## src/rtl/fp_norm_arbiter32_pkg.sv

```systemverilog
`default_nettype none
// +--------------------------------------------------------------------+
// | fp_norm_arbiter32_pkg : FP32 formats and shared-normalizer tag type |
// | Rev 1.0                                                            |
// +--------------------------------------------------------------------+
package fp_norm_arbiter32_pkg;

  localparam int NORM_LAT = 8;
  localparam int NORM_IDW = 3;

  // Expanded operand: wide exponent and unnormalized mantissa.
  typedef struct packed {
    logic        sign;
    logic [9:0]  exp;
    logic [47:0] mant;
  } FP32X;

  // Normalized IEEE-754 single-precision result.
  typedef struct packed {
    logic        sign;
    logic [7:0]  exp;
    logic [22:0] frac;
  } FP32N;

  typedef struct packed {
    logic                v;
    logic [NORM_IDW-1:0] id;
  } norm_tag_t;

endpackage
`default_nettype wire

```

## src/rtl/fp_rr_arbiter.sv

```systemverilog
`default_nettype none
// +--------------------------------------------------------------------+
// | fp_rr_arbiter : round-robin search from ptr, wrapping modulo N      |
// | Rev 1.0                                                            |
// +--------------------------------------------------------------------+
module fp_rr_arbiter #(
  parameter int N  = 4,
  parameter int IW = 3
) (
  input  logic [N-1:0]  req,
  input  logic [IW-1:0] ptr,
  input  logic          en,
  output logic [N-1:0]  grant,
  output logic [IW-1:0] idx
);

  logic w_hit;

  // Offset i visits requester (ptr+i) mod N; the first requesting one wins.
  always_comb begin
    w_hit = 1'b0;
    grant = '0;
    idx   = '0;
    for (int i = 0; i < N; i++) begin
      for (int j = 0; j < N; j++) begin
        if (en && !w_hit && req[j] &&
            ((int'(ptr) + i == j) || (int'(ptr) + i == j + N))) begin
          w_hit    = 1'b1;
          grant[j] = 1'b1;
          idx      = IW'(j);
        end
      end
    end
  end

endmodule
`default_nettype wire

```

## src/rtl/fp_norm_arbiter32.sv

```systemverilog
`default_nettype none
// +--------------------------------------------------------------------+
// | fp_norm_arbiter32 : shares one normalizer pipe among NREQ requesters|
// | Rev 1.0                                                            |
// +--------------------------------------------------------------------+
module fp_norm_arbiter32
  import fp_norm_arbiter32_pkg::*;
#(
  parameter int NREQ = 4,
  parameter int LAT  = NORM_LAT,
  parameter int IDW  = NORM_IDW
) (
  input  logic                 clk,
  input  logic                 rst,
  input  logic                 ce,
  input  logic [NREQ-1:0]      req_valid,
  output logic [NREQ-1:0]      req_ready,
  input  FP32X [NREQ-1:0]      req_x,
  input  logic [NREQ-1:0]      req_under,
  output logic                 norm_ce,
  output FP32X                 norm_i,
  output logic                 norm_under_i,
  input  FP32N                 norm_o,
  input  logic                 norm_under_o,
  input  logic                 norm_inexact_o,
  output logic [NREQ-1:0]      rsp_valid,
  input  logic [NREQ-1:0]      rsp_ready,
  output FP32N                 rsp_o,
  output logic                 rsp_under,
  output logic                 rsp_inexact,
  output logic                 busy,
  output logic [3:0]           inflight
);

  logic [LAT:1]    r_tag_v;
  logic [IDW-1:0]  r_tag_id [1:LAT];
  logic [IDW-1:0]  r_rr_ptr;
  logic [3:0]      r_inflight;

  logic            w_stall;
  logic            w_adv;
  logic            w_granted;
  logic [NREQ-1:0] w_grant;
  logic [IDW-1:0]  w_gidx;

  // Decode the head tag; the stall is simply a head result its owner refuses.
  always_comb begin
    rsp_valid = '0;
    for (int k = 0; k < NREQ; k++) begin
      rsp_valid[k] = r_tag_v[LAT] && (r_tag_id[LAT] == IDW'(k));
    end
  end

  assign w_stall = |(rsp_valid & ~rsp_ready);
  assign w_adv   = ce & ~w_stall & ~rst;
  assign norm_ce = w_adv;

  fp_rr_arbiter #(
    .N  (NREQ),
    .IW (IDW)
  ) u_arb (
    .req   (req_valid),
    .ptr   (r_rr_ptr),
    .en    (w_adv),
    .grant (w_grant),
    .idx   (w_gidx)
  );

  assign req_ready = w_grant;
  assign w_granted = |w_grant;

  // Ungranted cycles feed an all-zero bubble into the normalizer.
  always_comb begin
    norm_i       = '0;
    norm_under_i = 1'b0;
    for (int j = 0; j < NREQ; j++) begin
      if (w_grant[j]) begin
        norm_i       = req_x[j];
        norm_under_i = req_under[j];
      end
    end
  end

  always_ff @(posedge clk or posedge rst) begin
    if (rst) begin
      r_tag_v  <= '0;
      r_rr_ptr <= '0;
      for (int s = 1; s <= LAT; s++) r_tag_id[s] <= '0;
    end else if (w_adv) begin
      r_tag_v     <= {r_tag_v[LAT-1:1], w_granted};
      r_tag_id[1] <= w_gidx;
      for (int s = 2; s <= LAT; s++) r_tag_id[s] <= r_tag_id[s-1];
      if (w_granted) begin
        r_rr_ptr <= (w_gidx == IDW'(NREQ-1)) ? '0 : w_gidx + 1'b1;
      end
    end
  end

  always_ff @(posedge clk or posedge rst) begin
    if (rst) begin
      r_inflight <= '0;
    end else if (w_adv) begin
      if (w_granted && !r_tag_v[LAT])      r_inflight <= r_inflight + 4'd1;
      else if (!w_granted && r_tag_v[LAT]) r_inflight <= r_inflight - 4'd1;
    end
  end

  assign rsp_o       = norm_o;
  assign rsp_under   = norm_under_o;
  assign rsp_inexact = norm_inexact_o;
  assign inflight    = r_inflight;
  assign busy        = (r_inflight != 4'd0);

endmodule
`default_nettype wire

```

## config.mk

```make
export PLATFORM = sky130hd
export DESIGN_NAME = fp_norm_arbiter32
export DESIGN_NICKNAME = d
export VERILOG_FILES = /design/src/rtl/fp_norm_arbiter32_pkg.sv /design/src/rtl/fp_rr_arbiter.sv /design/src/rtl/fp_norm_arbiter32.sv
export SDC_FILE = /design/constraint.sdc
export NUM_CORES = 1
export LEC_CHECK = 0
export BUFFER_PORTS_ARGS = -buffer_cell sky130_fd_sc_hd__buf_4
export CORE_AREA = 2 2 151 153
export DETAILED_ROUTE_END_ITERATION = 12
export DIE_AREA = 0 0 153 155
export HOLD_SLACK_MARGIN = 0.05
export RECOVER_POWER = 25
export SLEW_MARGIN = 5
export SYNTH_ARGS = -nofsm -noshare
export SYNTH_HDL_FRONTEND = slang
export SYNTH_SLANG_ARGS = --single-unit
```

## constraint.sdc

```tcl
create_clock -name clk -period 2.4 [get_ports clk]
set_input_delay 0.36 -clock clk [delete_from_list [all_inputs] [get_ports clk]]
set_output_delay 0.36 -clock clk [all_outputs]
set_load 0.1 [all_outputs]
```

==> results of run 1 <==
stage by stage:
stage                      util  total power (uW)  hold WS, ns  setup TNS (ns)
after global placement    0.291              5560        0.447               0
after global routing      0.367              7640        0.483          -0.740
after detailed placement  0.291              5580        0.450        -0.00886
after floorplan               -              4580        0.280          -0.237
after CTS                 0.333              6720        0.249         -0.0690
final                     0.367              7280        0.463               0
area by class of cell:
type / count / share of cell area
clock inverter: 1 / 0.000613
tap: 285 / 0.0437
clock buffer: 7 / 0.0175
inverter: 7 / 0.00368
timing repair buffer: 373 / 0.472
sequential: 30 / 0.0923
multi-input combinational: 297 / 0.370
routing by layer:
layer  track usage  up-vias  part of all wire  routed length [um]
met2         0.249      214              0.53               10600
met1         0.175     2228              0.40                8050
met3        0.0251       23             0.052                1050
li1              -     2122                 -                   -
met4        0.0344        0             0.017                 333
met5             0        -                 0                   0
placed cells by master (no fill, tap or decap), types with 2 or more instances in the layout:
master and instances:
mux2_2 3, clkbuf_1 2, inv_1 3, xor2_1 3, buf_6 9, a21o_1 3, nand2_1 63, ha_1 2
ha_4 2, a21oi_4 61, o21ai_0 3, dfrtp_2 2, buf_12 59, dfrtp_1 28, o22ai_1 2, clkbuf_16 10
a22oi_2 81, nor3_2 2, inv_2 2, buf_4 282, and2_1 2, and2_4 3, a22oi_1 39, buf_16 6
nor2_1 6, buf_8 10, a21oi_2 2
synthesized netlist by cell type, types with 3 or more instances:
master | number | area share
clkbuf_1 | 12 | 0.014
inv_1 | 6 | 0.0072
a22oi_1 | 120 | 0.29
ha_1 | 4 | 0.016
dfrtp_1 | 30 | 0.24
buf_2 | 23 | 0.037
mux2_2 | 3 | 0.011
nor3_1 | 3 | 0.0048
a21o_1 | 4 | 0.0097
and2_1 | 4 | 0.0081
xor2_1 | 3 | 0.0085
a21oi_1 | 63 | 0.10
buf_4 | 37 | 0.089
o21ai_0 | 3 | 0.0048
nand2_1 | 63 | 0.076
nor2_1 | 6 | 0.0072
worst paths after layout:
kind                                   start            to  cells past startpoint
worst max register to register   r_tag_id[1]   inflight[3]                     12
worst max-delay path             r_rr_ptr[1]    norm_i[43]                      8
worst min register to register  r_tag_id[12]   r_tag_id[9]                      2
min in group asynchronous                rst  r_tag_id[22]                      3
worst min-delay path            r_tag_id[12]   r_tag_id[9]                      2
max in group asynchronous                rst   r_rr_ptr[1]                      3
worst reg2reg max path: stages (launching register included):
cell	delay, ns
dfrtp_1	0.41
mux2i_1	0.13
a21o_1	0.17
a21o_4	0.25
a21oi_4	0.16
ha_4	0.16
inv_2	0.05
ha_4	0.20
a21o_1	0.16
a21oi_2	0.17
xnor2_2	0.13
nor3_2	0.06
xor2_1	0.16
power groups by stage:
stage	Clock, uW	Combinational [uW]	Sequential [uW]
3_3_place_gp	0	4620	941
6_report	614	5720	946
5_1_grt	663	5990	986
2_1_floorplan	0	3440	1140
3_5_place_dp	0	4630	945
4_1_cts	630	5150	943
timing repair:
item                                    4_1_cts  5_1_grt
pin swaps                                     7       50
resized for setup                           154      120
cloned                                        4        8
endpoints found under the setup margin       63       65
buffers inserted                              6        6
kinds of logic (layout without fill, tap and decap cells):
| family | Yosys count | count (layout) |
|---|---|---|
| fa+ha+maj | 5 | 5 |
| xor+xnor | 4 | 4 |
| buf+inv | 82 | 388 |
| flops | 30 | 30 |
| compound gates | 201 | 201 |
| simple gates | 83 | 83 |
| mux | 4 | 4 |
state kept, by name (all words and copies together), names as in the netlist:
register and flops:
inflight 4, r_rr_ptr 2, r_tag_id 16, r_tag_v 8
==> flow_summary.yaml, run 1 <==
clock_tree:
  cts_made_buffers: 5
  cts-root-buf: "clkbuf_16"
  clk-insertion-delay-late_ns: 0.27
  htreeDepth: 2
  cts_buffer_depth: 2
  path_clk_slew_ns: 0.05
  clock-sinks: 30
  cts_tree: "yes"
  hold_buffers: 0
worst_setup_path:
  critPathRequiredTime_ns: 2.04
  cp.buffers_inverters: 4
  rrSetupSlack_ns: 0.08
  crit_top_cell: "buf_12"
  cp_cell_sequence: "inv_2, a21oi_2, o221a_4, buf_12, clkbuf_16, a22oi_2, a21oi_4, buf_12"
  slowest_delay_ns: 0.45
  cp_max_fo: 7
  crit_path_end_kind: "output port"
  critical_path.slowest_cell: "dfrtp_2"
  worstSetupPathType: "flop to output port"
  cp-start-kind: "flop"
  cpLargestDelayFamily: "compound AO/OA/AOI/OAI gates"
  critical_path_arrival_ns: 2.03
logic_synthesis:
  synth_area_um2: 3110
  yosysWarnings: 0
  avgSynthCellArea_um2: 7.60
  synth_fp_nets: 699
  synth_flop_cell: "dfrtp_1"
  async_reset_ff_frac: 1.00
  yosysSeqAreaShare: 0.242
  synth-edff-count: 0
  ys_ff_latch: 30
  synthCells: 409
  synth_fa_ha_area_frac: 0.0226
  synth_top_family_by_area: "compound AO/OA/AOI/OAI gates"
  synth.area.mux_share: 0.0141
  synth_cell_type_count: 38
  synth_xor_area_frac: 0.0113
  synth_compound_area_frac: 0.439
  synthSimpleGateAreaFrac: 0.114
power:
  p_leak_uw: 0.00334
  power_density_nw_per_um2: 892
  clock_power_share: 0.084
  irDropWorstVdd_mv: 0.606
  p_sw_uw: 3940
  combPwrFrac: 0.785
  seqPwrFrac: 0.130
  intPower_uw: 3330
  switching_share: 0.542
final_layout:
  layout.cells.non_filler: 1000
  nets: 1004
  area_growth_pct: 163
  nFillCells: 2165
  fin_area_um2: 8160
  multi_input_area_um2: 3020
  drive_above_1_share: 0.764
  antenna_cells: 0
  seq_area_um2: 753
place:
  placed_area_um2: 6460
  dpl.hpwl_mm: 13.4
  io_buffers: 324
  post-place-ws_ns: -0.00886
  placed_cells: 968
  gp_congestion: 0.792
worst_hold_path:
  min_path_type: "flop to flop"
timing:
  max_freq_mhz: 418
  max_slew.worst_pin.slew_ns: 1.68
  fin_ws_ns: 0.00865
  fin_crit_ns: 2.39
  slew-limit-headroom: -0.118
  rsz0062_at_grt: "true"
  finalCritPeriodShare: 0.996
  maxSlewViolCount: 31
  setup_viol: 0
  final_hold_viol_count: 0
  skew_ns: 0.00734
global_route:
  grt_pass1_vias: 4528
  grt_use_total: 0.140
  grt_first_pass_wirelength_mm: 26.4
  grt_overflow: 0
  grt_max_degree: 36
  grt_antenna_before_repair: 0
detailed_routing:
  drcViolationCount: 0
  routed_via_density: 4.59
  dr.pass1.iters: 5
  first_iter_violations: 242
  drtAntennaViolNets: 0
  routedWlPerCell_um: 20.0
  wirelength_mm: 20.0
  num_vias: 4587
outcome:
  violations: "max-capacitance violations, max-slew violations"
  outcome: "finished with violations"
floorplan:
  die_h_um: 155
  fp.dieW_um: 153
  initial_utilization: 0.140
  io_pins: 393
  std_cell_rows: 55
  core_um2: 22200
  die-area_um2: 23700
job:
  max-cap-violations: 1
Note: power is estimated with default switching activity, not from simulation.
==> inputs of run 2 (changes only) <==
CORE_AREA = 2 2 153 155   (was 2 2 151 153)
DIE_AREA = 0 0 155 157   (was 0 0 153 155)
==> run 2 against run 1 <==
The flow finishes with violations (max-capacitance violations, max-slew violations, negative setup slack); clock-buffer cell count is the same; critical path type unchanged; clock power down 6.5%; global-route usage decreased by 0.59 points; sequential cell count is the same; first-iteration DRC count shrank 13%; clock skew is 0.0050 ns lower; fmax shrank 1.0%; register-to-register slack gained 0.03 ns; worst setup slack worse by 0.025 ns; sequential share of layout area rose by 0.39 points; critical endpoint is now norm_i[11]; die area up 2.6%.
==> flow_summary.yaml, run 2 (synthesis gave the netlist of run 1 again) <==
floorplan:
  fp.dieW_um: 155
  die-area_um2: 24300
  io_pins: 393
  die_h_um: 157
  core_um2: 22500
  initial_utilization: 0.138
  std_cell_rows: 55
timing:
  fin_ws_ns: -0.0160
  finalCritPeriodShare: 1.01
  max_freq_mhz: 414
  maxSlewViolCount: 31
  max_slew.worst_pin.slew_ns: 1.64
  finalSetupTns_ns: -0.0267
  final_hold_viol_count: 0
  setup_viol: 3
  skew_ns: 0.00230
  fin_crit_ns: 2.42
  slew-limit-headroom: -0.0941
  rsz0062_at_grt: "true"
power:
  switching_share: 0.542
  seqPwrFrac: 0.133
  combPwrFrac: 0.786
  irDropWorstVdd_mv: 0.519
  p_sw_uw: 3820
  intPower_uw: 3230
  p_leak_uw: 0.00328
  total_power_uw: 7060
  power_density_nw_per_um2: 903
  clock_power_share: 0.081
final_layout:
  drive_above_1_share: 0.668
  largest_reg_flops: 16
  area_growth_pct: 151
  utilization: 0.347
  layout.cells.non_filler: 990
  mostFrequentLayoutCells: "buf_4 (273), a22oi_1 (100), buf_12 (70)"
  layout_commonest_cell: "buf_4"
  nets: 994
  top_register: "r_tag_id"
  nFillCells: 2254
detailed_routing:
  num_vias: 4506
  wirelength_mm: 19.8
  routed_via_density: 4.55
  routedWlPerCell_um: 20.0
  drcViolationCount: 0
  drtAntennaViolNets: 0
  dr.pass1.iters: 5
  first_iter_violations: 210
place:
  placed_cells: 966
  io_buffers: 324
  gp_congestion: 0.773
  dpl.hpwl_mm: 13.9
worst_setup_path:
  crit_path_end_kind: "output port"
  cp-start-kind: "flop"
  critical_path.slowest_cell: "dfrtp_1"
  worstSetupPathType: "flop to output port"
  crit_top_cell: "buf_12"
  cp_max_fo: 26
  slowest_delay_ns: 0.42
  critical_path_arrival_ns: 2.06
  cp_cell_sequence: "buf_4, a21oi_1, o221a_2, buf_12, a22oi_1, a21oi_4, buf_12"
  critPathRequiredTime_ns: 2.04
clock_tree:
  cts_buffer_depth: 2
  path_clk_slew_ns: 0.05
  clock-sinks: 30
  cts_made_buffers: 5
  hold_buffers: 0
  htreeDepth: 2
  clk-insertion-delay-late_ns: 0.27
  cts-root-buf: "clkbuf_16"
  cts_tree: "yes"
worst_hold_path:
  min_path_type: "flop to flop"
job:
  max-cap-violations: 1
global_route:
  grt_pass1_vias: 4269
  grt_first_pass_wirelength_mm: 25.2
  grt_max_degree: 42
  grt_overflow: 0
  grt_antenna_before_repair: 2
  grt_use_total: 0.134
outcome:
  violations: "max-capacitance violations, max-slew violations, negative setup slack"
  outcome: "finished with violations"
==> run 2: cell count changes in the layout (fill, tap and decap cells not counted), moves of 2 or more <==
cell     before  now
a22oi_2      81   20
buf_6         9    6
buf_8        10    2
buf_12       59   70
a22oi_1      39  100
buf_16        6    4
buf_4       282  273
==> run 2: metal layers <==
| layer | GRT usage | wire [um] | vias to the layer above | part of all wire |
|---|---|---|---|---|
| met5 | 0 | 13 | - | 0.00066 |
| met4 | 0.0190 | 192 | 2 | 0.0097 |
| met3 | 0.0311 | 1420 | 15 | 0.072 |
| met2 | 0.241 | 10300 | 212 | 0.52 |
| met1 | 0.166 | 7850 | 2182 | 0.40 |
| li1 | - | - | 2095 | - |
==> run 2: final timing paths <==
path	cells past startpoint	slack, ns	endpoint	from
min	2	0.46	r_tag_id[3]	r_tag_id[6]
min reg2reg	2	0.46	r_tag_id[3]	r_tag_id[6]
max in group asynchronous	3	0.57	r_rr_ptr[0]	rst
min in group asynchronous	3	0.75	r_tag_id[7]	rst
max	7	-0.02	norm_i[11]	r_rr_ptr[1]
max reg2reg	12	0.11	inflight[3]	r_tag_id[1]
==> run 2: area by class of cell <==
class	count	area [um2]	area share
timing repair buffer	363	3830	0.490
antenna	1	2.50	0.000320
clock buffer	7	133	0.0170
tap	285	357	0.0456
inverter	7	32.5	0.00416
sequential	30	752	0.0963
multi-input combinational	297	2710	0.347
==> run 2: stage by stage <==
step	setup WS, ns	instance area (um2)	hold slack, ns
finish	-0.0160	7810	0.459
global route	-0.0790	7810	0.482
CTS	-0.00366	7190	0.242
detailed placement	-0.0122	6430	0.454
global placement	0.0503	6430	0.447
floorplan	-0.162	3840	0.280
==> run 2: what timing repair did <==
item | CTS | global route
resized for setup | 129 | 94
pin swaps | 7 | 10
setup buffers | 2 | 6
cloned | 3 | 5
setup endpoints to repair | 61 | 65
==> run 2: power by group through the flow <==
stage	clock (uW)	combinational (uW)	sequential (uW)
floorplan	0	3440	1140
global placement	0	4600	927
detailed placement	0	4630	935
CTS	589	5030	933
global route	604	5820	970
finish	574	5540	937
==> run 2: worst max-delay path: cells and delay by family, from the launching register on <==
kind                   cells  cell delay [ns]
AOI/OAI and AO/OA          4             0.77
buffers and inverters      3             0.57
DFF                        1             0.42
